## src/rtl/mips_mc_pkg.sv

```systemverilog
// Shared encodings for the multicycle MIPS controller.
// MULTICYCLE_ADDI_EN adds the ADDIEX/ADDIWB states.
package mips_mc_pkg;

  typedef enum logic [3:0] {
    FETCH   = 4'd0,
    DECODE  = 4'd1,
    MEMADR  = 4'd2,
    MEMRD   = 4'd3,
    MEMWB   = 4'd4,
    MEMWR   = 4'd5,
    RTYPEEX = 4'd6,
    RTYPEWB = 4'd7,
    BEQEX   = 4'd8,
`ifdef MULTICYCLE_ADDI_EN
    ADDIEX  = 4'd9,
    ADDIWB  = 4'd10,
`endif
    JEX     = 4'd11
  } state_t;

  localparam logic [5:0] OP_RTYPE = 6'b000000;
  localparam logic [5:0] OP_LW    = 6'b100011;
  localparam logic [5:0] OP_SW    = 6'b101011;
  localparam logic [5:0] OP_BEQ   = 6'b000100;
  localparam logic [5:0] OP_ADDI  = 6'b001000;
  localparam logic [5:0] OP_J     = 6'b000010;

  localparam logic [1:0] ALUOP_ADD = 2'b00;
  localparam logic [1:0] ALUOP_SUB = 2'b01;
  localparam logic [1:0] ALUOP_FN  = 2'b10;

  localparam logic [1:0] SRCB_B     = 2'b00;
  localparam logic [1:0] SRCB_FOUR  = 2'b01;
  localparam logic [1:0] SRCB_IMM   = 2'b10;
  localparam logic [1:0] SRCB_IMMSH = 2'b11;

  localparam logic [1:0] PCSRC_ALU  = 2'b00;
  localparam logic [1:0] PCSRC_OUT  = 2'b01;
  localparam logic [1:0] PCSRC_JUMP = 2'b10;

endpackage

```

## src/rtl/multicycle_ctrl_aludec.sv

```systemverilog
// ALU decoder: aluop plus funct to alucontrol.
// Unknown funct codes fall back to add.
module aludec
  import mips_mc_pkg::*;
(
  input  logic [1:0] aluop,
  input  logic [5:0] funct,
  output logic [2:0] alucontrol
);

  always_comb begin
    alucontrol = 3'b010;
    unique case (aluop)
      ALUOP_ADD: alucontrol = 3'b010;
      ALUOP_SUB: alucontrol = 3'b110;
      ALUOP_FN: begin
        unique case (funct)
          6'b100000: alucontrol = 3'b010;
          6'b100010: alucontrol = 3'b110;
          6'b100100: alucontrol = 3'b000;
          6'b100101: alucontrol = 3'b001;
          6'b101010: alucontrol = 3'b111;
          default:   alucontrol = 3'b010;
        endcase
      end
      default: alucontrol = 3'b010;
    endcase
  end

endmodule

```

## src/rtl/multicycle_ctrl.sv

```systemverilog
// Multicycle MIPS sequencing controller (Moore FSM + aludec).
// MULTICYCLE_ADDI_EN enables native addi execution.
module multicycle_ctrl
  import mips_mc_pkg::*;
(
  input  logic       clk,
  input  logic       reset,
  input  logic [5:0] op,
  input  logic [5:0] funct,
  input  logic       zero,
  input  logic       mem_ready,
  output logic       iord,
  output logic       memwrite,
  output logic       irwrite,
  output logic       regdst,
  output logic       memtoreg,
  output logic       regwrite,
  output logic       alusrca,
  output logic [1:0] alusrcb,
  output logic [1:0] pcsrc,
  output logic       pcen,
  output logic [2:0] alucontrol,
  output logic [3:0] state
);

  state_t     state_q, nxt, cur;
  logic [1:0] aluop;
  logic       pcwrite, branch;

  always_ff @(posedge clk) begin
    if (reset) state_q <= FETCH;
    else       state_q <= nxt;
  end

  always_comb begin
    nxt = FETCH;
    case (state_q)
      FETCH:  nxt = mem_ready ? DECODE : FETCH;
      DECODE: begin
        case (op)
          OP_LW, OP_SW: nxt = MEMADR;
          OP_RTYPE:     nxt = RTYPEEX;
          OP_BEQ:       nxt = BEQEX;
`ifdef MULTICYCLE_ADDI_EN
          OP_ADDI:      nxt = ADDIEX;
`endif
          OP_J:         nxt = JEX;
          default:      nxt = FETCH;
        endcase
      end
      MEMADR: begin
        if (op == OP_SW)      nxt = MEMWR;
        else if (op == OP_LW) nxt = MEMRD;
        else                  nxt = FETCH;
      end
      MEMRD:   nxt = mem_ready ? MEMWB : MEMRD;
      MEMWR:   nxt = mem_ready ? FETCH : MEMWR;
      RTYPEEX: nxt = RTYPEWB;
`ifdef MULTICYCLE_ADDI_EN
      ADDIEX:  nxt = ADDIWB;
`endif
      default: nxt = FETCH;
    endcase
  end

  // During reset the outputs present FETCH with every write disabled.
  assign cur   = reset ? FETCH : state_q;
  assign state = cur;

  always_comb begin
    iord     = 1'b0;
    memwrite = 1'b0;
    irwrite  = 1'b0;
    regdst   = 1'b0;
    memtoreg = 1'b0;
    regwrite = 1'b0;
    alusrca  = 1'b0;
    alusrcb  = SRCB_B;
    pcsrc    = PCSRC_ALU;
    aluop    = ALUOP_ADD;
    pcwrite  = 1'b0;
    branch   = 1'b0;
    case (cur)
      FETCH: begin
        alusrcb = SRCB_FOUR;
        irwrite = mem_ready;
        pcwrite = mem_ready;
      end
      DECODE: alusrcb = SRCB_IMMSH;
      MEMADR: begin
        alusrca = 1'b1;
        alusrcb = SRCB_IMM;
      end
      MEMRD: iord = 1'b1;
      MEMWB: begin
        memtoreg = 1'b1;
        regwrite = 1'b1;
      end
      MEMWR: begin
        iord     = 1'b1;
        memwrite = 1'b1;
      end
      RTYPEEX: begin
        alusrca = 1'b1;
        aluop   = ALUOP_FN;
      end
      RTYPEWB: begin
        regdst   = 1'b1;
        regwrite = 1'b1;
      end
      BEQEX: begin
        alusrca = 1'b1;
        aluop   = ALUOP_SUB;
        pcsrc   = PCSRC_OUT;
        branch  = 1'b1;
      end
`ifdef MULTICYCLE_ADDI_EN
      ADDIEX: begin
        alusrca = 1'b1;
        alusrcb = SRCB_IMM;
      end
      ADDIWB: regwrite = 1'b1;
`endif
      JEX: begin
        pcsrc   = PCSRC_JUMP;
        pcwrite = 1'b1;
      end
      default: ;
    endcase
    if (reset) begin
      irwrite  = 1'b0;
      memwrite = 1'b0;
      regwrite = 1'b0;
      pcwrite  = 1'b0;
      branch   = 1'b0;
    end
  end

  assign pcen = pcwrite | (branch & zero);

  aludec u_aludec (
    .aluop      (aluop),
    .funct      (funct),
    .alucontrol (alucontrol)
  );

endmodule

```

## config.mk

```make
export PLATFORM = sky130hd
export DESIGN_NAME = multicycle_ctrl
export DESIGN_NICKNAME = d
export VERILOG_FILES = /design/src/rtl/mips_mc_pkg.sv /design/src/rtl/multicycle_ctrl_aludec.sv /design/src/rtl/multicycle_ctrl.sv
export SDC_FILE = /design/constraint.sdc
export NUM_CORES = 1
export LEC_CHECK = 0
export ABC_AREA = 1
export BUFFER_PORTS_ARGS = -buffer_cell sky130_fd_sc_hd__buf_4
export CORE_UTILIZATION = 38
export CTS_CLUSTER_SIZE = 24
export DETAILED_ROUTE_END_ITERATION = 12
export GPL_TIMING_DRIVEN = 0
export PLACE_DENSITY_LB_ADDON = 0.3
export SLEW_MARGIN = 20
export SYNTH_ARGS = -nofsm -noshare
export SYNTH_HDL_FRONTEND = slang
export SYNTH_SLANG_ARGS = --single-unit
```

## constraint.sdc

```tcl
create_clock -name clk -period 1.5 [get_ports clk]
set_input_delay 0.15 -clock clk [delete_from_list [all_inputs] [get_ports clk]]
set_output_delay 0.15 -clock clk [all_outputs]
set_load 0.005 [all_outputs]
```

==> metrics, run 1 <==
number of port buffers 33; sw frac 29.9%; Clk pwr share 36.0%; NumNets Final 193; hold slack final 0.206 ns; Comb pwr share 33.1%; initial cell density of the core 41.1%; area of the mapped netlist 619 um^2; syn_nets 140; Leak 0.593 nW; fin. max-slew vios 0; Slew @ Worst Pin between 0.3 and 0.4 ns; top cell type's share of synthesized area 19.4%; Worst-path clk slew 0.04 ns; worst reg-to-reg setup slack 0.14 ns; status complete, but fails checks; Seq pwr share 31.0%; syn avg cell area 5.12 um^2; worst-case reg-to-reg path depth 10; Reg with most FFs state_q; Critical Path End alucontrol[2]; remaining antenna violation count 0; GRT Util Overall 23.1%; async set or reset register ratio after synthesis 0%; CP arrival 1.75 ns; detailed-placement wirelength estimate 1.44 mm; CTS max path bufs 2; post-synth top area cell nor2_1; WP data required between 1 and 1.5 ns; ys flop type dfxtp_1; clock tree root driver cell clkbuf_4; switching pwr 108 uW; vias in the first global route 852; Die Wd 42.4 um; TritonCTS Buffers 3; top-count cell post-synth nor2_1; clk sinks 4; Int Pwr 254 uW; met3 usage 1.29%; Core Region 1510 um^2; post-DR wirelength/cell between 10 and 15 um; Top-Level Pins 35; sequential share of the synthesized area around an eighth; GRT busiest layer met2; RR Endpoint state_q[2]; Layout area overhead 85.7%; CTS tree done; Final min period between 1.5 and 2 ns; power density cells 315 nW/um^2; Pre-antenna DRT Iters 5; kind of critical path flip-flop to output pin; GPL Wtd Cong 0.865; Final Skew 0.000754 ns; f_max roughly 0.53 GHz; synthesized flop and latch total 4; Synth top cells by count nor2_1 (32), nand2_1 (28), inv_1 (15); FP Rows 14; die area 1800 um^2; die height around 42 um; diodes inserted 0; DR vias 1005; vias per cell 5.35; hold path startpoint reset; number of flops mapped to enable cells by yosys 0; largest registers state_q x4; Tcrit/Tclk final 127%; first-pass GRT wire length 3.31 mm; distinct cell type count after synthesis 20; Syn Inst Count between 100 and 150; Max-Cap Viols 0; largest net degree at the start of global routing 11; crit-path max FO 4; number of flip-flops in the largest register 4; total wire length roughly 2.4 mm; Setup TNS -1.09 ns; initial antenna violation count 0; RSZ-0062 raised after global routing yes; Final WS setup -0.401 ns; worst min path class input pin to flip-flop; yosys warns 0; met2 Use GR roughly 44%; CP startpoint kind flip-flop; drt drc 0; initial drt markers 72; Relative slew margins between 70% and 80%; met1 usage 27.2%; Peak VDD IR 0.423 mV; Worst-Skew Late Latency 0.23 ns; FF-to-FF Start state_q[2]; CTS Hold Bufs 0; final hold violations 0; layout cells sized above 1 51.2%; Setup Viol. Count Final 5; CP endpoint kind output pin; gr ovfl total 0; htree depth 1; Worst Setup SP state_q[2]; Synth area leaders nor2_1 (19%), nand2_1 (17%), dfxtp_1 (13%), nand3_1 (11%), inv_1 (9.1%); fill count 113; failing checks negative setup slack
-- worst max-delay path, stage by stage, from the launching register on --
cell and delay (ns):
dfxtp_2 0.35, inv_4 0.05, nor2_4 0.10, nand3_2 0.11
nor2_4 0.14, inv_2 0.06, ha_4 0.28, nand4_1 0.12
buf_4 0.17, nand2_2 0.05, buf_6 0.09
-- stage by stage --
step	cell area [um^2]	power (mW)	util (%)	cells	setup WS (ns)
5_1_grt	1150	0.384	76.3	188	-0.490
4_1_cts	1040	0.351	69.3	181	-0.287
6_report	1150	0.362	76.3	188	-0.401
3_5_place_dp	907	0.214	60.2	170	-0.215
2_1_floorplan	639	0.162	-	121	0.00270
3_3_place_gp	907	0.211	60.2	170	-0.195
-- area by class of cell --
class                   instances  area (um^2)  area share [%]
flip-flops and latches          4         86.3            7.51
clock buffers                   3         22.5            1.96
inverters                      21         86.3            7.51
multi-input cells              94          544            47.3
repair buffers                 48          372            32.3
plain buffers                   2         18.8            1.63
well taps                      16         20.0            1.74
-- cell usage in the layout (no fill, tap or decap) --
cell / count
a21oi_1: 2
buf_4: 46
buf_6: 4
clkbuf_4: 3
dfxtp_1: 1
dfxtp_2: 2
dfxtp_4: 1
ha_1: 1
ha_4: 2
inv_1: 13
inv_2: 5
inv_4: 3
nand2_1: 22
nand2_2: 8
nand2_4: 1
nand3_1: 10
nand3_2: 4
nand4_1: 2
nor2_1: 25
nor2_2: 3
nor2_4: 6
nor3_1: 2
o21ai_0: 1
o21ai_1: 2
o22ai_1: 2
o31ai_1: 1
-- power groups by stage --
stage,Clock (mW),Combinational (mW),Sequential (mW)
2_1_floorplan,0,0.0486,0.113
3_3_place_gp,0,0.0973,0.114
3_5_place_dp,0,0.100,0.114
4_1_cts,0.134,0.106,0.111
5_1_grt,0.140,0.131,0.112
6_report,0.130,0.120,0.112
-- kinds of logic (layout without fill, tap and decap cells) --
logic type / Yosys count / in the layout / synth area share (%)
AO/OA/AOI/OAI: 8 / 8 / 7.27
adder cells (fa/ha/maj): 3 / 3 / 6.06
buffers and inverters: 23 / 74 / 15.8
flip-flops: 4 / 4 / 12.9
AND/OR/NAND/NOR: 83 / 83 / 58.0
-- worst min-delay path by stage --
| stage | endpoint | slack, ns | cells after the start |
|---|---|---|---|
| 2_1_floorplan | state_q[3] | 0.31 | 3 |
| 3_3_place_gp | state_q[0] | 0.42 | 2 |
| 3_5_place_dp | state_q[1] | 0.42 | 2 |
| 4_1_cts | state_q[0] | 0.18 | 2 |
| 5_1_grt | state_q[0] | 0.21 | 2 |
| 6_report | state_q[1] | 0.21 | 2 |
-- what timing repair did --
item | 4_1_cts | 5_1_grt
setup buffers | 8 | 8
pin swaps | 6 | 9
setup endpoints to repair | 4 | 7
resized for setup | 15 | 16
-- routing by layer --
| metal | share of wire (%) | wire, um | vias to the layer above |
|---|---|---|---|
| met2 | 51 | 1240 | 68 |
| met1 | 38 | 923 | 446 |
| li1 | - | - | 481 |
| met5 | 0 | 0 | - |
| met3 | 7.9 | 191 | 10 |
| met4 | 2.2 | 53 | 0 |
Note: power is estimated with default switching activity, not from simulation.
==> run 2: changes to the inputs <==
--- a/config.mk
+++ b/config.mk
@@ -7,7 +7,9 @@
 export LEC_CHECK = 0
 export ABC_AREA = 1
 export BUFFER_PORTS_ARGS = -buffer_cell sky130_fd_sc_hd__buf_4
-export CORE_UTILIZATION = 38
+export CELL_PAD_IN_SITES_DETAIL_PLACEMENT = 1
+export CELL_PAD_IN_SITES_GLOBAL_PLACEMENT = 2
+export CORE_UTILIZATION = 17
 export CTS_CLUSTER_SIZE = 24
 export DETAILED_ROUTE_END_ITERATION = 12
 export GPL_TIMING_DRIVEN = 0
==> metrics, run 2 (synthesized netlist as in run 1, its figures left out) <==
fin util 38.0% (-38 points); clk sinks 4 (unchanged); Max-Cap Viols 0 (unchanged); crit-path max FO 3 (-1); RSZ-0062 raised after global routing yes; hold path startpoint reset; Worst-Skew Late Latency 0.24 ns (about the same); clock tree root driver cell clkbuf_4; number of port buffers 33 (unchanged); kind of critical path flip-flop to output pin; Setup TNS -1.28 ns (-0.199 ns); vias per cell 4.39 (-18%); Tcrit/Tclk final 123% (-4.0 points); Pre-antenna DRT Iters 4 (-1); Placed Cells 200 (+18%); power density cells 301 nW/um^2 (-4.3%); Setup Viol. Count Final 7 (+2); die height 62.4 um (+47%); diodes inserted 0 (unchanged); CP startpoint kind flip-flop; final hold violations 0 (unchanged); Core Region 3420 um^2 (+130%); remaining antenna violation count 0 (unchanged); layout cells sized above 1 54.9% (+3.8 points); Top-Level Pins 35 (unchanged); fin. max-slew vios 0 (unchanged); Final WS setup -0.341 ns (+0.0598 ns); Final Skew 0.0127 ns (+0.0120 ns); hold slack final 0.213 ns (+0.00681 ns); CTS tree done; Worst Setup SP state_q[2]; crit path cell chain inv_4 -> nor2_4 -> nand3_4 -> nor2_4 -> inv_2 -> ha_4 -> nand4_1 -> o22ai_2 -> buf_4; WP data required 1.35 ns (about the same); post-DR wirelength/cell 12.1 um (-5.5%); vias in the first global route 1009 (+18%); drt drc 0 (unchanged); Reg with most FFs state_q; initial cell density of the core 18.1% (-23 points); htree depth 1 (unchanged); Peak VDD IR 0.125 mV (-70%); total wire length 2.76 mm (+15%); CP max stage delay 0.34 ns (about the same); TritonCTS Buffers 3 (unchanged); first-pass GRT wire length 4.11 mm (+24%); FF-to-FF Start state_q[2]; Leak 0.650 nW (+9.6%); commonest non-fill, non-tap cell in the layout buf_4; GRT Util Overall 13.0% (-10 points); CP most frequent cell nor2_4; Slew @ Worst Pin 0.278 ns (-0.0417 ns); worst min path class input pin to flip-flop; CTS max path bufs 2 (unchanged); initial antenna violation count 0 (unchanged); detailed-placement wirelength estimate 1.84 mm (+27%); largest net degree at the start of global routing 11 (unchanged); Relative slew margins 81.4% (+2.9 points); GPL Wtd Cong 0.772 (-11%); final non-filler cell total 228 (+21%); gr ovfl total 0 (unchanged); failing checks negative setup slack; die area 3890 um^2 (+120%); Final min period 1.84 ns (-0.0598 ns); commonest non-fill, non-tap cells in the layout buf_4 (54), nor2_1 (25), nand2_1 (20), inv_1 (13), nand3_1 (11); Layout area overhead 110%; CP endpoint kind output pin; NumNets Final 203 (+5.2%); Max stage delay cell, worst path dfxtp_2; initial drt markers 9 (-88%); number of flip-flops in the largest register 4 (unchanged); FP Rows 21 (+7); DR vias 1000 (-0.50%); status complete, but fails checks; f_max 0.543 GHz (+3.2%); CP arrival 1.69 ns (-0.06 ns); Worst-path clk slew 0.05 ns (about the same); largest registers state_q x4; Die Wd 62.4 um (+47%)
-- run 2: cell types whose count changed in the layout (fill, tap and decap cells not counted), moves of 2 or more --
| cell | before | now |
|---|---|---|
| inv_6 | 0 | 2 |
| buf_6 | 4 | 6 |
| inv_4 | 3 | 1 |
| nand3_2 | 4 | 1 |
| nand2_1 | 22 | 20 |
| nand3_4 | 0 | 2 |
| buf_4 | 46 | 54 |
-- run 2: metrics by stage --
stage                     total power, mW  area (um^2)  setup slack (ns)
after CTS                           0.370         1110            -0.341
after global routing                0.424         1300            -0.451
after detailed placement            0.217          945            -0.279
after global placement              0.215          945            -0.256
after floorplan                     0.162          639           0.00270
final                               0.391         1300            -0.341
-- run 2: timing repair --
action | 4_1_cts | 5_1_grt
setup buffers | 13 | 13
setup endpoints to repair | 5 | 9
hold buffers | 0 | 0
gates resized for setup | 16 | 26
pin swaps | 6 | 10
-- run 2: area by class of cell --
type / instances / area (um^2)
Buffer: 2 / 18.8
Clock buffer: 3 / 22.5
Fill cell: 450 / 2120
Inverter: 21 / 91.3
Multi-Input combinational cell: 94 / 566
Sequential cell: 4 / 88.8
Tap cell: 46 / 57.6
Timing Repair Buffer: 58 / 454
-- run 2: worst paths after layout --
check / depth (start not counted) / to / slack [ns]
worst min-delay path: 2 / state_q[1] / 0.21
worst min register to register: 5 / state_q[1] / 0.77
worst max-delay path: 9 / alucontrol[0] / -0.34
worst max register to register: 11 / state_q[2] / 0.04
-- run 2: power breakdown --
group,switching (mW),internal (mW)
Sequential,0.00277,0.107
Clock,0.0479,0.0897
Combinational,0.0738,0.0704
Total,0.125,0.267
-- run 2: layer usage --
layer | vias to the layer above | part of all wire (%) | GRT usage (%)
met3 | 0 | 3.7 | 1.65
met5 | - | 0 | 0
met2 | 25 | 54 | 24.3
met4 | 0 | 0 | 5.23
met1 | 475 | 42 | 14.8
li1 | 500 | - | -
-- run 2: worst max-delay path: cells and delay by family, from the launching register on --
family	cells	cell delay, ns
flops	1	0.34
buf+inv	3	0.23
fa+ha+maj	1	0.27
compound gates	1	0.14
simple gates	4	0.48
